File: config.mk
export PLATFORM = sky130hd
export DESIGN_NAME = seq_divider_16by8
export DESIGN_NICKNAME = d
export VERILOG_FILES = /design/src/rtl/seq_divider_16by8_pkg.sv /design/src/rtl/seq_divider_16by8_div_step.sv /design/src/rtl/seq_divider_16by8.sv
export SDC_FILE = /design/constraint.sdc
export NUM_CORES = 1
export LEC_CHECK = 0
export BUFFER_PORTS_ARGS = -buffer_cell sky130_fd_sc_hd__buf_2
export CAP_MARGIN = 20
export CORE_ASPECT_RATIO = 1.25
export CORE_UTILIZATION = 40
export DETAILED_ROUTE_END_ITERATION = 16
export SYNTH_ARGS = -nofsm -noshare
export SYNTH_HDL_FRONTEND = slang
export SYNTH_SLANG_ARGS = --single-unit
File: constraint.sdc
create_clock -name clk -period 6.3 [get_ports clk]
set_input_delay 0.315 -clock clk [delete_from_list [all_inputs] [get_ports clk]]
set_output_delay 0.315 -clock clk [all_outputs]
set_load 0.005 [all_outputs]
File: src/rtl/seq_divider_16by8_pkg.sv
// Shared types and constants for the sequential 16/8 restoring divider.
package seq_divider_16by8_pkg;

  typedef enum logic [1:0] {
    IDLE = 2'd0,
    CALC = 2'd1,
    DONE = 2'd2
  } state_t;

  // Wide enough for any supported WIDTH; users slice off the low WIDTH bits.
  localparam logic [63:0] QUOT_ONES = '1;

  function automatic int cnt_width(input int width);
    return $clog2(width + 1);
  endfunction

endpackage

File: src/rtl/seq_divider_16by8_div_step.sv
// One restoring-division step: shift in the next dividend bit, trial-subtract D.
module seq_divider_16by8_div_step #(
  parameter int W = 8
) (
  input  logic [W-1:0] r,
  input  logic [W-1:0] q,
  input  logic [W-1:0] d,
  output logic [W-1:0] r_next,
  output logic [W-1:0] q_next
);

  logic [W:0]   t;
  logic [W:0]   b;
  logic [W:0]   g;
  logic [W:0]   p;
  logic [W+1:0] borrow;
  logic [W-1:0] diff;

  assign t = {r, q[W-1]};
  assign b = {1'b0, d};
  // Borrow generated where t=0,b=1; passed through where the bits are equal.
  assign g = ~t & b;
  assign p = ~(t ^ b);

  always_comb begin
    borrow    = '0;
    borrow[0] = 1'b0;
    for (int i = 0; i <= W; i++) begin
      borrow[i+1] = g[i] | (p[i] & borrow[i]);
    end
  end

  // R < D keeps the top bit of a successful difference at zero.
  assign diff   = t[W-1:0] ^ b[W-1:0] ^ borrow[W-1:0];
  assign r_next = borrow[W+1] ? t[W-1:0] : diff;
  assign q_next = {q[W-2:0], ~borrow[W+1]};

endmodule

File: src/rtl/seq_divider_16by8.sv
// Sequential radix-2 restoring divider, 2W-bit dividend by W-bit divisor.
// state | meaning
// IDLE  | ready for operands
// CALC  | one quotient bit per cycle, W cycles
// DONE  | result held until out_ready
module seq_divider_16by8
  import seq_divider_16by8_pkg::*;
#(
  parameter int WIDTH = 8
) (
  input  logic               clk,
  input  logic               rst,
  input  logic               in_valid,
  output logic               in_ready,
  input  logic [2*WIDTH-1:0] dividend,
  input  logic [WIDTH-1:0]   divisor,
  output logic               out_valid,
  input  logic               out_ready,
  output logic [WIDTH-1:0]   quotient,
  output logic [WIDTH-1:0]   remainder,
  output logic               div_zero,
  output logic               overflow
);

  localparam int CW = cnt_width(WIDTH);

  state_t           state;
  logic [WIDTH-1:0] r_reg;
  logic [WIDTH-1:0] q_reg;
  logic [WIDTH-1:0] d_reg;
  logic [WIDTH-1:0] r_nxt;
  logic [WIDTH-1:0] q_nxt;
  logic [CW-1:0]    count;

  seq_divider_16by8_div_step #(.W(WIDTH)) u_step (
    .r      (r_reg),
    .q      (q_reg),
    .d      (d_reg),
    .r_next (r_nxt),
    .q_next (q_nxt)
  );

  always_ff @(posedge clk) begin
    if (rst) begin
      state     <= IDLE;
      in_ready  <= 1'b1;
      out_valid <= 1'b0;
      r_reg     <= '0;
      q_reg     <= '0;
      d_reg     <= '0;
      count     <= '0;
      quotient  <= '0;
      remainder <= '0;
      div_zero  <= 1'b0;
      overflow  <= 1'b0;
    end else begin
      case (state)
        IDLE: begin
          if (in_valid) begin
            d_reg    <= divisor;
            in_ready <= 1'b0;
            if (divisor == '0) begin
              state     <= DONE;
              out_valid <= 1'b1;
              quotient  <= QUOT_ONES[WIDTH-1:0];
              remainder <= '0;
              div_zero  <= 1'b1;
              overflow  <= 1'b0;
            end else if (dividend[2*WIDTH-1:WIDTH] >= divisor) begin
              state     <= DONE;
              out_valid <= 1'b1;
              quotient  <= QUOT_ONES[WIDTH-1:0];
              remainder <= '0;
              div_zero  <= 1'b0;
              overflow  <= 1'b1;
            end else begin
              state <= CALC;
              r_reg <= dividend[2*WIDTH-1:WIDTH];
              q_reg <= dividend[WIDTH-1:0];
              count <= '0;
            end
          end
        end
        CALC: begin
          r_reg <= r_nxt;
          q_reg <= q_nxt;
          count <= count + CW'(1);
          if (count == CW'(WIDTH - 1)) begin
            state     <= DONE;
            out_valid <= 1'b1;
            quotient  <= q_nxt;
            remainder <= r_nxt;
            div_zero  <= 1'b0;
            overflow  <= 1'b0;
          end
        end
        DONE: begin
          if (out_ready) begin
            state     <= IDLE;
            out_valid <= 1'b0;
            in_ready  <= 1'b1;
          end
        end
        default: begin
          state     <= IDLE;
          out_valid <= 1'b0;
          in_ready  <= 1'b1;
        end
      endcase
    end
  end

endmodule

Yosys cells after proc, flatten, opt, wreduce, memory -nomap -nowiden
Index checks and enable logic that the tools add are counted.
- add/subtract/negate cells: 1
- multiplexer cells: 46
- magnitude comparators: 1
- equal/unequal tests: 9
- bitwise logic cells: 24
- reduce and logical (&&, ||, !) cells: 9
- operator list (cell ; count):
    $mux W8 ; 15
    $pmux W8 S2 ; 4
    $not A9 Y9 ; 2
    $xor A8 B8 Y8 ; 2
    $mux W1 ; 13
    $mux W4 ; 3
    $reduce_and A4 Y1 ; 3
    $mux W2 ; 5
    $ne A2 B2 Y1 const B ; 5
    $and A9 B8 Y9 ; 1
    $xor A9 B8 Y9 ; 1
    $and A1 B1 Y1 ; 8
    $ge A8 B8 Y1 ; 1
    $logic_not A8 Y1 ; 1
    $or A1 B1 Y1 ; 8
    $pmux W4 S2 ; 1
    $pmux W1 S3 ; 2
    $pmux W2 S3 ; 1
    $reduce_and A3 Y1 ; 2
    $add A4 B1 Y4 const B ; 1
    $eq A4 B3 Y1 const B ; 1
    $pmux W1 S2 ; 2
    $ne A3 B3 Y1 const B ; 1
    $eq A2 B1 Y1 const B ; 1
    5 further kinds ; 6
- logic and storage cells: 101
- bits of input ports: 28
- register bits: 50
- output and inout port bits: 20

Logic depth before layout (Yosys ltp)
Gate-level depths: netlist of run 1.
- depth in word-level cells: 21
- gate-level depth with buffers: 15
- gate-level depth less buffers: 14

By module
A second synthesis of run 1 with hierarchy kept.
- cells, all modules: 334
- area total of the unflattened synthesis: 2950.3 µm²
- by module, submodules not included (module ; area each (µm²) ; cells an instance ; seq. area each (µm²) ; times used):
    seq_divider_16by8 ; 2610.0 ; 301 ; 1001.0 ; 1
    seq_divider_16by8_div_step ; 340.3 ; 33 ; 0.0 ; 1

Least setup slack after synthesis of run 1
No wires, ideal clock.
- path kind: reg2reg
- start point: register q_reg[7]
- end point: register r_reg[7]
- path slack: 2.049 ns
- buffers on the path: 2
- arrival: 4.131 ns
- stages on the path, launching flop included: 16
- clock period less this slack: 4.251 ns
- library setup time: 0.120 ns
- required time: 6.180 ns
- cells stage by stage: dfxtp_1 > inv_1 > ha_1 > fa_1 > fa_1 > fa_1 > fa_1 > fa_1 > fa_1 > fa_1 > nand2b_1 > clkbuf_1 > buf_1 > a21oi_1 > mux2i_1 > a21boi_2
- cells in the longest elaborated chain, start to end: 20
- elaborated cells between the ends (all ways): 21
- classes of those cells: mux (2); bitwise (19)
- RTL lines (item ; line ; text):
    start, declared ; seq_divider_16by8.sv:29 ; logic [WIDTH-1:0] q_reg;
    start signal, assigned ; seq_divider_16by8.sv:79 ; q_reg <= dividend[WIDTH-1:0];
    start signal, assigned ; seq_divider_16by8.sv:86 ; q_reg <= q_nxt;
    $not A9 Y9 (*) ; seq_divider_16by8_div_step.sv:22 ; assign g = ~t & b;
    $and A9 B8 Y9 (*) ; seq_divider_16by8_div_step.sv:22 ;
    $and A1 B1 Y1 (*) ; seq_divider_16by8_div_step.sv:29 ; borrow[i+1] = g[i] | (p[i] & borrow[i]);
    $or A1 B1 Y1 (*) ; seq_divider_16by8_div_step.sv:29 ;
    $and A1 B1 Y1 (*) ; seq_divider_16by8_div_step.sv:29 ;
    $or A1 B1 Y1 (*) ; seq_divider_16by8_div_step.sv:29 ;
    $and A1 B1 Y1 (*) ; seq_divider_16by8_div_step.sv:29 ;
    $or A1 B1 Y1 (*) ; seq_divider_16by8_div_step.sv:29 ;
    [... 4 more ...] ; - ;
    $and A1 B1 Y1 (*) ; seq_divider_16by8_div_step.sv:29 ;
    $or A1 B1 Y1 (*) ; seq_divider_16by8_div_step.sv:29 ;
    $and A1 B1 Y1 ; seq_divider_16by8_div_step.sv:29 ;
    $or A1 B1 Y1 ; seq_divider_16by8_div_step.sv:29 ;
    $and A1 B1 Y1 ; seq_divider_16by8_div_step.sv:29 ;
    $or A1 B1 Y1 ; seq_divider_16by8_div_step.sv:29 ;
    $mux W8 (*) ; seq_divider_16by8_div_step.sv:35 ; assign r_next = borrow[W+1] ? t[W-1:0] : diff;
    $pmux W8 S2 (*) ; seq_divider_16by8.sv:57 ; case (state)
    end signal, assigned ; seq_divider_16by8.sv:78 ; r_reg <= dividend[2*WIDTH-1:WIDTH];
    end signal, assigned ; seq_divider_16by8.sv:85 ; r_reg <= r_nxt;
    end, declared ; seq_divider_16by8.sv:28 ; logic [WIDTH-1:0] r_reg;
Every way passes the cells marked *; elsewhere a longest branch is shown, timed or not.
A chain may end at the register's enable or synchronous reset.

Final worst setup path of run 1
- start point: register q_reg[7]
- end point: register r_reg[6]
- cells in the longest elaborated chain, start to end: 20
- elaborated cells between the ends (all ways): 21
- classes of those cells: mux (2); bitwise (19)
- RTL lines (item ; line):
    $not A9 Y9 (*) ; seq_divider_16by8_div_step.sv:22
    $and A9 B8 Y9 (*) ; seq_divider_16by8_div_step.sv:22
    $and A1 B1 Y1 (*) ; seq_divider_16by8_div_step.sv:29
    $or A1 B1 Y1 (*) ; seq_divider_16by8_div_step.sv:29
    $and A1 B1 Y1 (*) ; seq_divider_16by8_div_step.sv:29
    $or A1 B1 Y1 (*) ; seq_divider_16by8_div_step.sv:29
    $and A1 B1 Y1 (*) ; seq_divider_16by8_div_step.sv:29
    $or A1 B1 Y1 (*) ; seq_divider_16by8_div_step.sv:29
    [... 4 more ...] ; -
    $and A1 B1 Y1 ; seq_divider_16by8_div_step.sv:29
    $or A1 B1 Y1 ; seq_divider_16by8_div_step.sv:29
    $and A1 B1 Y1 ; seq_divider_16by8_div_step.sv:29
    $or A1 B1 Y1 ; seq_divider_16by8_div_step.sv:29
    $and A1 B1 Y1 ; seq_divider_16by8_div_step.sv:29
    $or A1 B1 Y1 ; seq_divider_16by8_div_step.sv:29
    $mux W8 (*) ; seq_divider_16by8_div_step.sv:35
    $pmux W8 S2 (*) ; seq_divider_16by8.sv:57
Marked as above.

==> flow_metrics.tcl, run 1 <==
set metrics [dict create \
    status "complete, no violations" \
    post-place-ws_ns 1.88 \
    fin_nets 363 \
    grt_pass1_wl_mm 10.3 \
    antenna_found_initial 0 \
    rr_worst_depth 14 \
    rsz0062_at_grt "no" \
    drt_pre_antenna_iters 4 \
    ys_seq_area_frac 0.402 \
    clockBufferDepth 2 \
    grt_max_degree 28 \
    num-fill-cells 633 \
    die_y_um 90.2 \
    multi_input_area_um2 1350 \
    synth-edff-count 0 \
    ios 48 \
    r2r-start "q_reg[7]$_SDFFE_PP0P_" \
    min_period_ns 4.44 \
    ir_worst_vdd_mv 0.152 \
    antenna_cells 0 \
    synth_area_leader_cell "dfxtp_1" \
    critPathMaxFanout 18 \
    drive_above_1_share 0.232 \
    numCtsBuffers 5 \
    hp-class "input pin to register" \
    cap_viol_max_count 0 \
    cp.arrival_ns 4.69 \
    critPathRequiredTime_ns 6.54 \
    ys_seq_elements 50 \
    drv_slew 0 \
    syn_to_final_growth_pct 15.3 \
    critPathCaptureType "register" \
    dieWidth_um 72.6 \
    total_power_mw 0.787 \
    grt_overflow 0 \
    cts_tree "built" \
    layout.area.seq_um2 1000 \
    crit_end "r_reg[6]$_SDFFE_PP0P_" \
    routed-via-count 2149 \
    ys_top_cells_by_area "dfxtp_1 40%, a21oi_1 7.2%, fa_1 5.6%" \
    routedWlPerCell_um 15.3 \
    postRouteAntennaNets 0 \
    criticalPathCategory "register to register" \
    synth.avg_cell_area_um2 8.93 \
    initial_core_util 0.423 \
    dp_hpwl_mm 4.17 \
    drt_iter0_drc 121 \
    finalHoldViolCount 0 \
    drc 0 \
    yosysUniqueCellTypes 40 \
    syn_inst 279 \
    fp.dieArea_um2 6550 \
    htreeDepth 2 \
    fin_tns_setup_ns 0 \
    synth_top_area_frac 0.402 \
    place_congestion 0.768 \
    max_slew.worst_pin.slew_ns 0.940 \
    fmax_ghz 0.225 \
    worstSetupStartpointType "register" \
    netlist_area_um2 2490 \
    wirelength_mm 6.13 \
    p_leak_nw 1.24 \
    yosysWarnings 0 \
    worstSkewPairLatency_ns 0.31 \
    async_reset_ff_frac 0 \
    fin_worst_skew_ns 0.0131 \
    reg2reg_to "r_reg[6]$_SDFFE_PP0P_" \
    core_um2 5900 \
    rows 31 \
    grt.total_usage 0.204 \
    post-route-period-util 0.705 \
    ys.flop_type "dfxtp_1" \
    clk_pin_slew_ns 0.10 \
    setup_violations 0 \
    pwr_density_cell_nw_per_um2 274 \
    clock-sinks 50 \
    rrSetupSlack_ns 1.86 \
    first_global_vias 2065 \
    slew_headroom 0.373 \
    synth_nets 324 \
    crit_start "q_reg[7]$_SDFFE_PP0P_" \
    synth_common_cells "50 x dfxtp_1, 36 x a21oi_1, 24 x nand2_1" \
    yosysMostFrequentCell "dfxtp_1" \
    portBuffers 47 \
    holdBufCountCts 0 \
    cts_resized 0 \
    setup_ws_ns 1.86 \
    cts_root_buf "clkbuf_8" \
    vias_per_cell 5.36 \
    post-cts-setup-buffers 0 \
]
[how the worst min path moves through the flow]
stage,depth (start not counted),to,slack (ns),start
finish,3,d_reg[5]$_SDFFE_PP0P_,0.27,divisor[5]
global route,3,d_reg[6]$_SDFFE_PP0P_,0.27,divisor[6]
CTS,3,d_reg[5]$_SDFFE_PP0P_,0.26,divisor[5]
detailed placement,1,quotient[5]$_SDFFE_PP0P_,0.45,quotient[5]$_SDFFE_PP0P_
global placement,2,q_reg[4]$_SDFFE_PP0P_,0.45,q_reg[4]$_SDFFE_PP0P_
floorplan,2,q_reg[4]$_SDFFE_PP0P_,0.43,q_reg[4]$_SDFFE_PP0P_
[cells in the final DEF (no fill, tap or decap), drive strengths merged, types with 5 or more instances in the layout]
| cell type | count |
|---|---|
| nor2 | 19 |
| fa | 7 |
| clkbuf | 7 |
| buf | 49 |
| a21oi | 36 |
| nand2b | 5 |
| mux2i | 7 |
| a211oi | 5 |
| o221a | 7 |
| nand2 | 25 |
| inv | 17 |
| o21ai | 20 |
| a31oi | 8 |
| dfxtp | 50 |
| a21boi | 8 |
| ha | 10 |
| a22o | 9 |
[report_power, final]
part,internal (mW),total (mW),switching (mW)
logic,0.0792,0.197,0.118
registers,0.345,0.366,0.0213
clock network,0.119,0.224,0.105
total,0.543,0.787,0.245
[worst max-delay path: stages (launching register included)]
cell and delay [ns]:
dfxtp_1 0.36, inv_1 0.05, ha_1 0.20, fa_1 0.38, fa_1 0.40, fa_1 0.40
fa_1 0.39, fa_1 0.39, fa_1 0.39, fa_1 0.36, nand2b_1 0.49, nor2_1 0.08
a21oi_1 0.23, mux2i_1 0.12, a21boi_1 0.15
[routing by layer]
layer,vias to the layer above,part of all wire,global-route usage
met5,-,0,0
met4,0,0.011,0.0490
li1,1068,-,-
met3,7,0.033,0.0336
met1,1036,0.46,0.273
met2,38,0.49,0.338
[final cells by class]
| class | count | share of cell area |
|---|---|---|
| flip-flops and latches | 50 | 0.348 |
| inverters | 17 | 0.0222 |
| well taps | 82 | 0.0357 |
| clock buffers | 7 | 0.0266 |
| repair buffers | 49 | 0.0871 |
| clock inverters | 1 | 0.0105 |
| multi-input cells | 195 | 0.470 |
[per-stage QoR]
| stage | cell area, um2 | hold slack [ns] | util | instances |
|---|---|---|---|---|
| floorplan | 2490 | 0.431 | - | 279 |
| global placement | 2770 | 0.447 | 0.469 | 393 |
| detailed placement | 2770 | 0.454 | 0.469 | 393 |
| CTS | 2870 | 0.257 | 0.487 | 401 |
| global route | 2870 | 0.266 | 0.487 | 401 |
| finish | 2870 | 0.268 | 0.487 | 401 |
[cell families after synthesis]
logic type,Yosys count,share of synthesized area
flops,50,0.402
mux,7,0.0281
compound gates,105,0.286
buf+inv,34,0.0578
simple gates,66,0.120
fa+ha+maj,17,0.106
(Power assumes the default switching activity.)
==> run 2: changes to the inputs <==
==> constraint.sdc (replaced) <==
create_clock -name clk -period 4.4 [get_ports clk]
set_input_delay 0.22 -clock clk [delete_from_list [all_inputs] [get_ports clk]]
set_output_delay 0.22 -clock clk [all_outputs]
set_load 0.005 [all_outputs]
==> run 2 against run 1 <==
Net effect: worst setup slack worse by 1.6 ns; register-to-register slack got worse by 1.6 ns; core utilization rose by 0.064 points; critical path type unchanged.
==> flow_metrics.tcl, run 2 (synthesis results as in run 1) <==
set metrics [dict create \
    post-route-period-util 0.951 \
    min_period_ns 4.19 \
    final_util 0.488 \
    grt.total_usage 0.193 \
    drv_slew 0 \
    worstSkewPairLatency_ns 0.31 \
    first_global_vias 2037 \
    ios 48 \
    setup_violations 0 \
    dp_hpwl_mm 4.17 \
    postRouteAntennaNets 0 \
    drc 0 \
    htreeDepth 2 \
    die_y_um 90.2 \
    critPathRequiredTime_ns 4.63 \
    numCtsBuffers 5 \
    fin_tns_setup_ns 0 \
    antenna_cells 0 \
    cts_resized 0 \
    rsz0062_at_grt "no" \
    timing.hold.ws_ns 0.172 \
    fin_nets 363 \
    worstSetupStartpointType "register" \
    dieWidth_um 72.6 \
    num-fill-cells 602 \
    setup_ws_ns 0.214 \
    critPathMaxFanout 18 \
    antenna_found_initial 0 \
    pwr_density_cell_nw_per_um2 389 \
    status "complete, no violations" \
    layout_commonest_cell "dfxtp_1" \
    grt_max_degree 28 \
    place_congestion 0.752 \
    fmax_ghz 0.239 \
    cts_tree "built" \
    drt_iter0_drc 77 \
    clock-sinks 50 \
    layout_common_cells "50 x dfxtp_1, 47 x buf_2, 36 x a21oi_1" \
    routed-via-count 2133 \
    post-route-cell-area_um2 2880 \
    post-cts-setup-buffers 0 \
    wirelength_mm 5.96 \
    cap_viol_max_count 0 \
    syn_to_final_growth_pct 15.5 \
    post-place-ws_ns 0.194 \
    fp.dieArea_um2 6550 \
    place_area_um2 2770 \
    total_power_mw 1.12 \
    vias_per_cell 5.32 \
    portBuffers 47 \
    finalHoldViolCount 0 \
    drt_pre_antenna_iters 4 \
    rows 31 \
    routedWlPerCell_um 14.9 \
    ir_worst_vdd_mv 0.229 \
    placed_cells 393 \
    critPathCaptureType "register" \
    criticalPathCategory "register to register" \
    grt_pass1_wl_mm 9.82 \
    max_slew.worst_pin.slew_ns 0.938 \
    p_leak_nw 1.25 \
    drive_above_1_share 0.238 \
    slew_headroom 0.375 \
    clockBufferDepth 2 \
    grt_overflow 0 \
    initial_core_util 0.423 \
    cts_root_buf "clkbuf_8" \
    core_um2 5900 \
    clk_pin_slew_ns 0.10 \
    layout.cells.non_filler 401 \
    hp-class "input pin to register" \
    fin_worst_skew_ns 0.0117 \
    cp.arrival_ns 4.42 \
    holdBufCountCts 0 \
]
==> run 2: changes by cell type in the layout (fill, tap and decap cells not counted) <==
cell	change
a21boi_1	+1
clkbuf_8	+3
a21boi_0	-1
clkbuf_1	-2
bufinv_16	-1
==> run 2: power by group <==
| group | switching (mW) | internal [mW] |
|---|---|---|
| combinational | 0.168 | 0.116 |
| clock | 0.153 | 0.159 |
| sequential | 0.0300 | 0.493 |
| total | 0.351 | 0.768 |
==> run 2: final cells by class <==
cell class | instances | area, um2 | area share
tap | 82 | 103 | 0.0357
clock buffer | 8 | 110 | 0.0383
timing repair buffer | 49 | 250 | 0.0870
multi-input combinational | 195 | 1350 | 0.469
sequential | 50 | 1000 | 0.348
inverter | 17 | 63.8 | 0.0222
==> run 2: final timing paths <==
kind | startpoint | endpoint | slack, ns | depth (start not counted)
max | q_reg[7]$_SDFFE_PP0P_ | r_reg[1]$_SDFFE_PP0P_ | 0.21 | 15
min | divisor[5] | d_reg[5]$_SDFFE_PP0P_ | 0.17 | 3
max reg2reg | q_reg[7]$_SDFFE_PP0P_ | r_reg[1]$_SDFFE_PP0P_ | 0.21 | 15
min reg2reg | q_reg[6]$_SDFFE_PP0P_ | q_reg[6]$_SDFFE_PP0P_ | 0.47 | 2
==> run 2: metal layers <==
metal	global-route usage	wire [um]
met5	0	0
met4	0.0556	69
met1	0.259	2800
met2	0.315	2880
met3	0.0314	213
==> run 2: critical path, stage by stage, from the launching register on <==
cell	delay (ns)
dfxtp_1	0.37
inv_1	0.06
ha_1	0.20
fa_1	0.38
fa_1	0.40
fa_1	0.40
fa_1	0.39
fa_1	0.39
fa_1	0.38
fa_1	0.36
nand2b_1	0.07
buf_4	0.21
nor2_1	0.06
a21oi_1	0.17
mux2i_1	0.10
a21boi_0	0.18
